### src/rtl/mode_counter.sv
// Up/down counter over 0..MAX_VAL with enable, synchronous clear, clamped
// parallel load, wrap-or-saturate range ends, terminal count and sticky overflow.
module mode_counter #(
    parameter int               WIDTH    = 8,
    parameter logic [WIDTH-1:0] MAX_VAL  = {WIDTH{1'b1}},
    parameter bit               SATURATE = 1'b0
) (
    input  logic             clk,
    input  logic             rstb,
    input  logic             en,
    input  logic             clr,
    input  logic             load,
    input  logic [WIDTH-1:0] d,
    input  logic             dir,
    input  logic             ovf_clr,
    output logic [WIDTH-1:0] q,
    output logic [WIDTH-1:0] nq,
    output logic             tc,
    output logic             wrap,
    output logic             ovf
);

    localparam logic [WIDTH-1:0] ONE = {{(WIDTH-1){1'b0}}, 1'b1};

    logic [WIDTH-1:0] q_nxt;
    logic [WIDTH-1:0] d_clamp;
    logic             at_max;
    logic             at_zero;
    logic             cnt_act;
    logic             evt;

    // Range ends are compared against MAX_VAL, so arithmetic is modulo MAX_VAL+1.
    always_comb begin
        at_max  = (q == MAX_VAL);
        at_zero = (q == '0);
        cnt_act = en & ~clr & ~load;
        evt     = cnt_act & (dir ? at_max : at_zero);
        d_clamp = (d > MAX_VAL) ? MAX_VAL : d;
    end

    always_comb begin
        q_nxt = q;
        if (clr) begin
            q_nxt = '0;
        end else if (load) begin
            q_nxt = d_clamp;
        end else if (en) begin
            if (dir) begin
                if (at_max) q_nxt = SATURATE ? q : '0;
                else        q_nxt = q + ONE;
            end else begin
                if (at_zero) q_nxt = SATURATE ? q : MAX_VAL;
                else         q_nxt = q - ONE;
            end
        end
    end

    assign tc = evt;
    assign nq = ~q;

    // A range-end event on the same edge as ovf_clr keeps ovf set.
    always_ff @(posedge clk or negedge rstb) begin
        if (!rstb) begin
            q    <= '0;
            wrap <= 1'b0;
            ovf  <= 1'b0;
        end else begin
            q    <= q_nxt;
            wrap <= evt;
            ovf  <= evt | (ovf & ~ovf_clr);
        end
    end

endmodule

### config.mk
export PLATFORM = sky130hd
export DESIGN_NAME = mode_counter
export DESIGN_NICKNAME = d
export VERILOG_FILES = /design/src/rtl/mode_counter.sv
export SDC_FILE = /design/constraint.sdc
export NUM_CORES = 1
export LEC_CHECK = 0
export CORE_MARGIN = 2
export CORE_UTILIZATION = 47
export CTS_CLUSTER_SIZE = 25
export DETAILED_ROUTE_END_ITERATION = 10
export GPL_TIMING_DRIVEN = 0
export PLACE_DENSITY = 0.89
export SETUP_SLACK_MARGIN = 0.2
export SKIP_CTS_REPAIR_TIMING = 1
export SYNTH_ARGS = -nofsm -noshare
export SYNTH_HDL_FRONTEND = slang
export SYNTH_SLANG_ARGS = --single-unit
### constraint.sdc
create_clock -name clk -period 5.07 [get_ports clk]
set_clock_uncertainty 0.15 [all_clocks]
set_input_delay 0.7605 -clock clk [delete_from_list [all_inputs] [get_ports clk]]
set_output_delay 0.7605 -clock clk [all_outputs]
set_load 0.02 [all_outputs]
==> summary.md, run 1 <==
| Metric | Value |
|---|---|
| Distinct cell type count after synthesis | `40` |
| Status | `finished, final reports clean` |
| CP Class | `in2out` |
| Later-pin clock latency in the skew report | `0.28 ns` |
| Post-Syn Area per Cell | `7.719 µm²` |
| Slowest-stage cell, CP | `clkdlybuf4s50_1` |
| Share of flip-flops with an asynchronous set or reset | `100.0%` |
| Global placement routability congestion | `0.9379` |
| Vias per inst | `5.761` |
| Commonest non-fill, non-tap cells in the layout | `clkdlybuf4s50_1, inv_1, a21oi_1, dfrtp_1, nor2_1` |
| RSZ-0062 raised after global routing | `false` |
| Setup WS pre-CTS | `1.225 ns` |
| Share of cells above drive strength 1 | `8.387%` |
| First-pass GRT wire length | `4.188 mm` |
| Leak | `0.0005241 µW` |
| HP Class | `reg2reg` |
| Yosys warns | `0` |
| #FFs+latches synth | `10` |
| Max-Cap Viols | `0` |
| Root Driver | `clkbuf_4` |
| Row cnt | `15` |
| Hold Slack | `0.3981 ns` |
| Die span in x | `48.03 µm` |
| Ys flop type | `dfrtp_1` |
| Sequential share of the synthesized area | `27.47%` |
| Wire per inst | `14.74 µm` |
| Core ar. | `1783 µm²` |
| Critical Path RT | `4.16 ns` |
| Setup violations, final | `0` |
| Worst-Margin Slew | `0.7714 ns` |
| Cell count after synthesis | `118` |
| Syn Nets | `136` |
| Gr usage total | `26.49%` |
| Clock Path Buffers | `2` |
| Post-DRT Antenna Nets | `0` |
| # DRC | `0` |
| Setup crit end kind | `output port` |
| Setup crit start kind | `primary input` |
| Critical-path cell list | `clkdlybuf4s50_1 > nand2_1 > nor4_1 > a21oi_1 > nor2_1 > clkdlybuf4s50_1` |
| Max Clock Freq | `257.9 MHz` |
| Fin. Hold Viols | `0` |
| Final Cycle Share | `76.49%` |
| ANT cells | `0` |
| CP peak stage delay | `0.62 ns` |
| Initial cell density of the core | `51.09%` |
| Cell area power density | `220.0 nW/µm²` |
| Initial antenna violation count | `0` |
| Chip height | `48.03 µm` |
| Vias in the first global route | `937` |
| Via count | `1037` |
| CTS H-Tree Depth | `1` |
| Drt initial violations | `33` |
| CP max FO | `4` |
| Total power | `287.9 µW` |
| Max Slew Vio Count | `0` |
| WL final | `2.654 mm` |
| PnR worst setup slack | `1.192 ns` |
| Synth-to-layout area growth | `43.68%` |
| Hpwl dp | `1.984 mm` |
| Reg clk slew, reported paths | `0.07 ns` |
| Tmin final | `3.878 ns` |
| Max rail drop VDD | `0.1550 mV` |
| TritonCTS buffer count | `3` |
| FF-to-FF setup slack | `2.77 ns` |
| Io pins | `34` |
| Rel. slew slack | `48.10%` |
| Most frequent cell on the critical path | `clkdlybuf4s50_1` |
| 1st-pass router iterations | `4` |
| Clk sinks | `10` |
| Die ar. | `2306 µm²` |
| Mapped cell area | `910.9 µm²` |
| CTS tree | `done` |
| Number of synthesized flops with an enable pin | `0` |
| Commonest non-fill, non-tap cell in the layout | `clkdlybuf4s50_1` |
| Gr ovfl total | `0` |
| Total Nets Final | `174` |
| Largest net degree at the start of global routing | `11` |
| IO buf count | `33` |
| Setup TNS Final | `0 ns` |
| Critical Path AT | `2.97 ns` |
-- worst max-delay path, delay by kind of cell --
| family | cells | cell delay [ns] |
|---|---|---|
| and+or+nand+nor | 3 | 0.92 |
| buffers and inverters | 2 | 1.16 |
| AOI/OAI and AO/OA | 1 | 0.13 |
-- cells by family (layout without fill, tap and decap cells) --
logic type	Yosys count	in the layout	synth area share (%)
simple gates	41	41	24.18
compound gates	37	37	27.89
buf+inv	22	59	11.40
flops	10	10	27.47
xor+xnor	4	4	3.847
fa+ha+maj	3	3	4.121
mux	1	1	1.099
-- cell type report --
class / instances / area (µm²)
Tap cell: 25 / 31.28
Timing Repair Buffer: 33 / 330.3
Buffer: 9 / 55.05
Multi-Input combinational cell: 86 / 556.8
Clock buffer: 4 / 36.28
Sequential cell: 10 / 250.2
Inverter: 13 / 48.80
Fill cell: 139 / 474.2
-- where the power goes --
group          internal [µW]  switching, µW
Sequential              85.0           6.36
Clock                   43.7           33.0
Combinational           56.1           63.8
Total                    185            103
-- synth_stat cells (2+ instances only) --
cell      instances  area (µm²)
o31ai_1           2       15.01
buf_6             2       22.52
a21oi_1          12       60.06
o31a_1            2       17.52
o211ai_1          2       15.01
o21ai_0           5       25.02
and3_1            2       12.51
buf_2             2       10.01
nor3b_1           4       30.03
clkbuf_1          4       15.01
xnor2_1           3       26.28
nand2_1           5       18.77
nand3_1           5       25.02
nor3_1            7       35.03
dfrtp_1          10       250.2
ha_1              3       37.54
o22ai_1           3       18.77
nand4_1           3       18.77
nor2_1            8       30.03
inv_1            13       48.80
nor4_1            2       12.51
-- registers in the layout, summed over array words and instances (netlist names) --
register  count
q             8
wrap          1
ovf           1
-- layer usage --
metal	vias to the layer above	routed length [µm]	GRT usage, %
met5	-	0	0
met4	0	18	6.486
met3	3	151	4.906
met2	41	1274	44.27
met1	484	1210	35.15
li1	509	-	-
-- through the flow --
stage | instance area, µm² | std cells | utilization [%]
final | 1309 | 180 | 73.40
after global routing | 1309 | 180 | 73.40
after CTS | 1309 | 180 | 73.40
after detailed placement | 1272 | 176 | 71.37
after global placement | 1272 | 176 | 71.37
after floorplan | 910.9 | 118 | -
-- path summary, 6_finish.rpt --
path / depth (start not counted) / to / from
min reg2reg: 2 / ovf / ovf
min: 2 / ovf / ovf
max: 6 / tc / dir
max reg2reg: 7 / q[4] / q[0]
max in group asynchronous: 1 / q[6] / rstb
min in group asynchronous: 1 / wrap / rstb
Power figures use the tool's default switching activity.
==> run 2, diff against run 1 <==
Settings changed: CORE_UTILIZATION 47 to 44, PLACE_DENSITY 0.89 to 0.85.
Clock period 5.07 ns to 3.6 ns, I/O delays scaled along.
==> run 2 against run 1 <==
  * Via count is 5.2% higher
  * Sequential power increased by 41%
  * Worst setup slack got worse by 0.91 ns
  * Critical endpoint unchanged
  * Design area rose by 0.67%
  * Sequential cell count unchanged
  * Largest power group unchanged
  * Core utilization down 6.2 points
  * Power rose by 34%
  * Critical path depth fell by 1
==> summary.md, run 2 (synthesized netlist as in run 1, its figures left out) <==
| Metric | Value |
|---|---|
| Status | `finished, final reports clean` |
| Later-pin clock latency in the skew report | `0.28 ns (about the same)` |
| Share of cells above drive strength 1 | `9.091% (+0.70 points)` |
| CTS H-Tree Depth | `1 (unchanged)` |
| CP peak stage delay | `0.63 ns (about the same)` |
| Global placement routability congestion | `0.8952 (-4.6%)` |
| Clk sinks | `10 (unchanged)` |
| Die ar. | `2450 µm² (+6.2%)` |
| Row cnt | `16 (+1)` |
| Setup crit end kind | `output port` |
| Fillers | `176 (+27%)` |
| Worst R2R Path Depth | `7 (unchanged)` |
| Largest net degree at the start of global routing | `11 (unchanged)` |
| Most frequent cell on the critical path | `clkdlybuf4s50_1` |
| Vias per inst | `6.028 (+4.6%)` |
| Critical Path AT | `2.62 ns (-0.35 ns)` |
| 1st-pass router iterations | `5 (+1)` |
| Worst-Margin Slew | `0.5273 ns (-0.2441 ns)` |
| Fin. Hold Viols | `0 (unchanged)` |
| Rel. slew slack | `64.52% (+16 points)` |
| Chip height | `49.50 µm (+3.1%)` |
| HP Class | `reg2reg` |
| Slowest-stage cell, CP | `clkdlybuf4s50_1` |
| Max Slew Vio Count | `0 (unchanged)` |
| Initial antenna violation count | `0 (unchanged)` |
| Setup TNS Final | `0 ns (unchanged)` |
| Total Nets Final | `174 (unchanged)` |
| Min-Delay Path Depth | `2 (unchanged)` |
| IO buf count | `33 (unchanged)` |
| Leak | `0.0005305 µW (+1.2%)` |
| Total power | `384.8 µW (+34%)` |
| Max-Cap Viols | `0 (unchanged)` |
| Tmin final | `3.313 ns` |
| Post-DRT Antenna Nets | `0 (unchanged)` |
| Critical-path cell list | `clkdlybuf4s50_1 > clkbuf_1 > nand2_1 > nor2_1 > clkdlybuf4s50_1` |
| CP max FO | `10 (+6)` |
| Max Clock Freq | `301.8 MHz` |
| Setup crit start kind | `primary input` |
| Core ar. | `1962 µm² (+10%)` |
| Final Cycle Share | `92.03%` |
| Cell area power density | `292.1 nW/µm² (+33%)` |
| Largest regs | `q (8), ovf (1), wrap (1)` |
| First-pass GRT wire length | `4.747 mm (+13%)` |
| Clock Path Buffers | `2 (unchanged)` |
| ANT cells | `0 (unchanged)` |
| Gr ovfl total | `0 (unchanged)` |
| CTS tree | `done` |
| Max reg flops | `8 (unchanged)` |
| Most flops, register | `q` |
| Via count | `1091 (+5.2%)` |
| RSZ-0062 raised after global routing | `false` |
| Drt initial violations | `49 (+48%)` |
| Critical Path RT | `2.91 ns (-1.25 ns)` |
| Io pins | `34 (unchanged)` |
| TritonCTS buffer count | `3 (unchanged)` |
| Commonest non-fill, non-tap cells in the layout | `clkdlybuf4s50_1, inv_1, a21oi_1, dfrtp_1, nor2_1` |
| Setup violations, final | `0 (unchanged)` |
| Root Driver | `clkbuf_4` |
| Die span in x | `49.50 µm (+3.1%)` |
| Synth-to-layout area growth | `44.64%` |
| Hpwl dp | `2.055 mm (+3.5%)` |
| # DRC | `0 (unchanged)` |
| Wire per inst | `15.96 µm (+8.3%)` |
| Util after Layout | `67.16% (-6.2 points)` |
| Commonest non-fill, non-tap cell in the layout | `clkdlybuf4s50_1` |
| Initial cell density of the core | `46.43% (-4.7 points)` |
| Reg clk slew, reported paths | `0.07 ns (about the same)` |
| CP Class | `in2out` |
| WL final | `2.889 mm (+8.9%)` |
| Vias in the first global route | `1047 (+12%)` |
| Max rail drop VDD | `0.2072 mV (+34%)` |
| Gr usage total | `25.13% (-1.4 points)` |
## run 2: final timing paths
check	endpoint	startpoint	slack (ns)
max	tc	en	0.29
min	ovf	ovf	0.39
max reg2reg	q[2]	q[0]	1.30
min reg2reg	ovf	ovf	0.39
max in group asynchronous	q[3]	rstb	2.53
min in group asynchronous	q[0]	rstb	0.44
## run 2: layout make-up
class                      count  area (µm²)  area share, %
buffer                         9       55.05          4.179
sequential                    10       250.2          18.99
timing repair buffer          33       330.3          25.07
clock buffer                   3       22.52          1.709
multi-input combinational     86       576.8          43.78
inverter                      13       48.80          3.704
tap                           27       33.78          2.564
## run 2: metrics by stage
step / worst slack, ns / instances / hold WS [ns] / area [µm²]
after global placement: 0.2640 / 178 / 0.3735 / 1275
final: 0.2868 / 181 / 0.3861 / 1318
after floorplan: 1.059 / 118 / 0.09441 / 910.9
after CTS: 0.1206 / 181 / 0.3876 / 1297
after global routing: 0.2527 / 181 / 0.4282 / 1318
after detailed placement: 0.1227 / 178 / 0.3772 / 1275
## run 2: report_power, final
part	switching [µW]	total, µW	internal, µW	leakage (µW)
sequential	9.19	129	120	0.000132
combinational	93.5	173	79.7	0.000384
clock	43.8	82.7	38.8	0.0000138
## run 2: critical path, delay by kind of cell
kind,cells,cell delay [ns]
buf+inv,3,1.55
simple gates,2,0.53
## run 2: layer usage
| layer | routed length (µm) | vias to the layer above | track usage [%] |
|---|---|---|---|
| li1 | - | 503 | - |
| met1 | 1205 | 501 | 32.69 |
| met2 | 1345 | 76 | 38.51 |
| met3 | 249 | 11 | 5.152 |
| met4 | 90 | 0 | 14.81 |
| met5 | 0 | - | 0 |
==> run 3, diff against run 2 <==
Settings changed: CORE_UTILIZATION 44 to 45, CTS_BUF_LIST set to sky130_fd_sc_hd__clkbuf_8, PLACE_DENSITY 0.85 to 0.86.
==> run 3 against run 2 <==
  * Via count is 2.7% lower
  * Worst setup slack gained 0.047 ns
  * Register-to-register slack worse by 0.05 ns
  * Clock power up 80%
  * Count of clock-buffer cells in the layout increased by 1
  * Core utilization grew 1.9 points
  * Die area down 2.0%
  * Critical path depth unchanged
  * Sequential cell count stayed put
  * Worst hold slack better by 0.012 ns
  * Routed wire length down 4.7%
  * Largest power group unchanged
  * Highest routed layer unchanged
==> summary.md, run 3 (synthesized netlist as in run 1, its figures left out) <==
| Metric | Value |
|---|---|
| Cell area power density | `335.2 nW/µm² (+15%)` |
| Root Driver | `clkbuf_8` |
| Setup crit end kind | `output port` |
| Clk sinks | `10 (unchanged)` |
| Clock power share | `33.1% (+12 points)` |
| CP max FO | `10 (unchanged)` |
| Max Slew Vio Count | `0 (unchanged)` |
| Largest net degree at the start of global routing | `11 (unchanged)` |
| Slowest-stage cell, CP | `clkdlybuf4s50_1` |
| Hpwl dp | `2.003 mm (-2.5%)` |
| Via count | `1061 (-2.7%)` |
| Max reg flops | `8 (unchanged)` |
| ANT cells | `0 (unchanged)` |
| CP Class | `in2out` |
| Util after Layout | `69.07% (+1.9 points)` |
| Share of cells above drive strength 1 | `9.677% (+0.59 points)` |
| TritonCTS buffer count | `3 (unchanged)` |
| Most frequent cell on the critical path | `clkdlybuf4s50_1` |
| Fin. Hold Viols | `0 (unchanged)` |
| Setup violations, final | `0 (unchanged)` |
| Status | `finished, final reports clean` |
| Synth-to-layout area growth | `47.25%` |
| Max Clock Freq | `306.1 MHz (+1.4%)` |
| Chip height | `48.99 µm (-1.0%)` |
| HP Class | `reg2reg` |
| Worst-Margin Slew | `0.4853 ns (-0.04200 ns)` |
| Io pins | `34 (unchanged)` |
| Seq pwr share | `28.8% (-4.7 points)` |
| Most flops, register | `q` |
| Die span in x | `48.99 µm (-1.0%)` |
| CTS H-Tree Depth | `1 (unchanged)` |
| Max rail drop VDD | `0.2784 mV (+34%)` |
| Sw Ratio | `33.99% (-4.1 points)` |
| Clock Path Buffers | `2 (unchanged)` |
| Row cnt | `16 (unchanged)` |
| M3 GR Usage | `4.601% (-0.55 points)` |
| Die ar. | `2400 µm² (-2.0%)` |
| RSZ-0062 raised after global routing | `false` |
| Vias in the first global route | `989 (-5.5%)` |
| Largest regs | `q (8), ovf (1), wrap (1)` |
| Core ar. | `1942 µm² (-1.0%)` |
| Reg clk slew, reported paths | `0.05 ns (-0.02 ns)` |
| Critical Path RT | `2.91 ns (about the same)` |
| Setup crit start kind | `primary input` |
| Most used routing layer | `met2` |
| First-pass GRT wire length | `4.512 mm (-5.0%)` |
| 1st-pass router iterations | `4 (-1)` |
| Vias per inst | `5.830 (-3.3%)` |
| Routing usage on met1 | `30.58% (-2.1 points)` |
| Initial cell density of the core | `46.91% (+0.48 points)` |
| Int Power | `296.8 µW (+25%)` |
| Gr ovfl total | `0 (unchanged)` |
| Global placement routability congestion | `0.9169 (+2.4%)` |
| Initial antenna violation count | `0 (unchanged)` |
| Gr usage total | `24.15% (-0.98 points)` |
| Leak | `0.0005347 µW (+0.80%)` |
| CTS tree | `done` |
| Later-pin clock latency in the skew report | `0.25 ns (-0.03 ns)` |
| Tmin final | `3.267 ns (-0.04664 ns)` |
| IO buf count | `33 (unchanged)` |
| Commonest non-fill, non-tap cell in the layout | `clkdlybuf4s50_1` |
| Final Cycle Share | `90.74% (-1.3 points)` |
| Max-Cap Viols | `0 (unchanged)` |
| Setup TNS Final | `0 ns (unchanged)` |
| WL final | `2.754 mm (-4.7%)` |
| CP peak stage delay | `0.63 ns (about the same)` |
| Critical-path cell list | `clkdlybuf4s50_1 > clkbuf_1 > nand2_1 > nor2_1 > clkdlybuf4s50_1` |
| Total Nets Final | `174 (unchanged)` |
| Net Switching | `152.8 µW (+4.3%)` |
| Comb pwr share | `38.1% (-6.9 points)` |
| Rel. slew slack | `67.38% (+2.9 points)` |
| Wire per inst | `15.13 µm (-5.2%)` |
| Global Route met2 Usage | `39.95% (+1.4 points)` |
| Drt initial violations | `40 (-18%)` |
| Commonest non-fill, non-tap cells in the layout | `clkdlybuf4s50_1, inv_1, a21oi_1, dfrtp_1, nor2_1` |
| # DRC | `0 (unchanged)` |
| Post-DRT Antenna Nets | `0 (unchanged)` |
| Critical Path AT | `2.58 ns (-0.04 ns)` |
## run 3: cell types whose count changed in the layout (fill, tap and decap cells not counted), sizes merged
cell / previous run / this run
clkbuf: 7 / 8
## run 3: final timing paths
path / slack, ns / cells past startpoint / startpoint / to
hold reg to reg: 0.40 / 2 / ovf / ovf
setup reg to reg: 1.25 / 7 / q[0] / q[2]
min in group asynchronous: 0.47 / 1 / rstb / q[5]
setup / recovery: 0.33 / 5 / en / tc
max in group asynchronous: 2.49 / 1 / rstb / q[1]
hold / removal: 0.40 / 2 / ovf / ovf
## run 3: power by group through the flow
stage	registers, µW	clock network, µW	logic (µW)
floorplan	138	0	91.5
global placement	130	0	164
detailed placement	130	0	167
CTS	129	149	169
global route	131	155	185
finish	129	149	171
## run 3: per-layer routing
| metal | vias to the layer above | share of wire, % |
|---|---|---|
| li1 | 507 | - |
| met3 | 4 | 7.3 |
| met5 | - | 0 |
| met4 | 0 | 1.4 |
| met2 | 62 | 49 |
| met1 | 488 | 43 |
## run 3: layout make-up
type | instances | area [µm²]
buffer | 9 | 55.05
tap | 27 | 33.78
sequential | 10 | 250.2
timing repair buffer | 33 | 330.3
inverter | 13 | 48.80
clock buffer | 4 | 55.05
multi-input combinational | 86 | 568.0
fill | 166 | 600.6
## run 3: per-stage QoR
stage | hold WS, ns | cell area, µm² | total power, µW | cells | worst slack (ns)
floorplan | 0.09441 | 910.9 | 229.9 | 118 | 1.059
global placement | 0.3810 | 1275 | 293.7 | 178 | 0.2632
detailed placement | 0.3861 | 1275 | 297.2 | 178 | 0.2356
CTS | 0.3934 | 1330 | 446.7 | 182 | 0.2391
global route | 0.4605 | 1341 | 470.5 | 182 | 0.2472
finish | 0.3978 | 1341 | 449.6 | 182 | 0.3335
## run 3: critical path: cells and delay by family
kind | cells | cell delay, ns
and+or+nand+nor | 2 | 0.49
buffers and inverters | 3 | 1.54
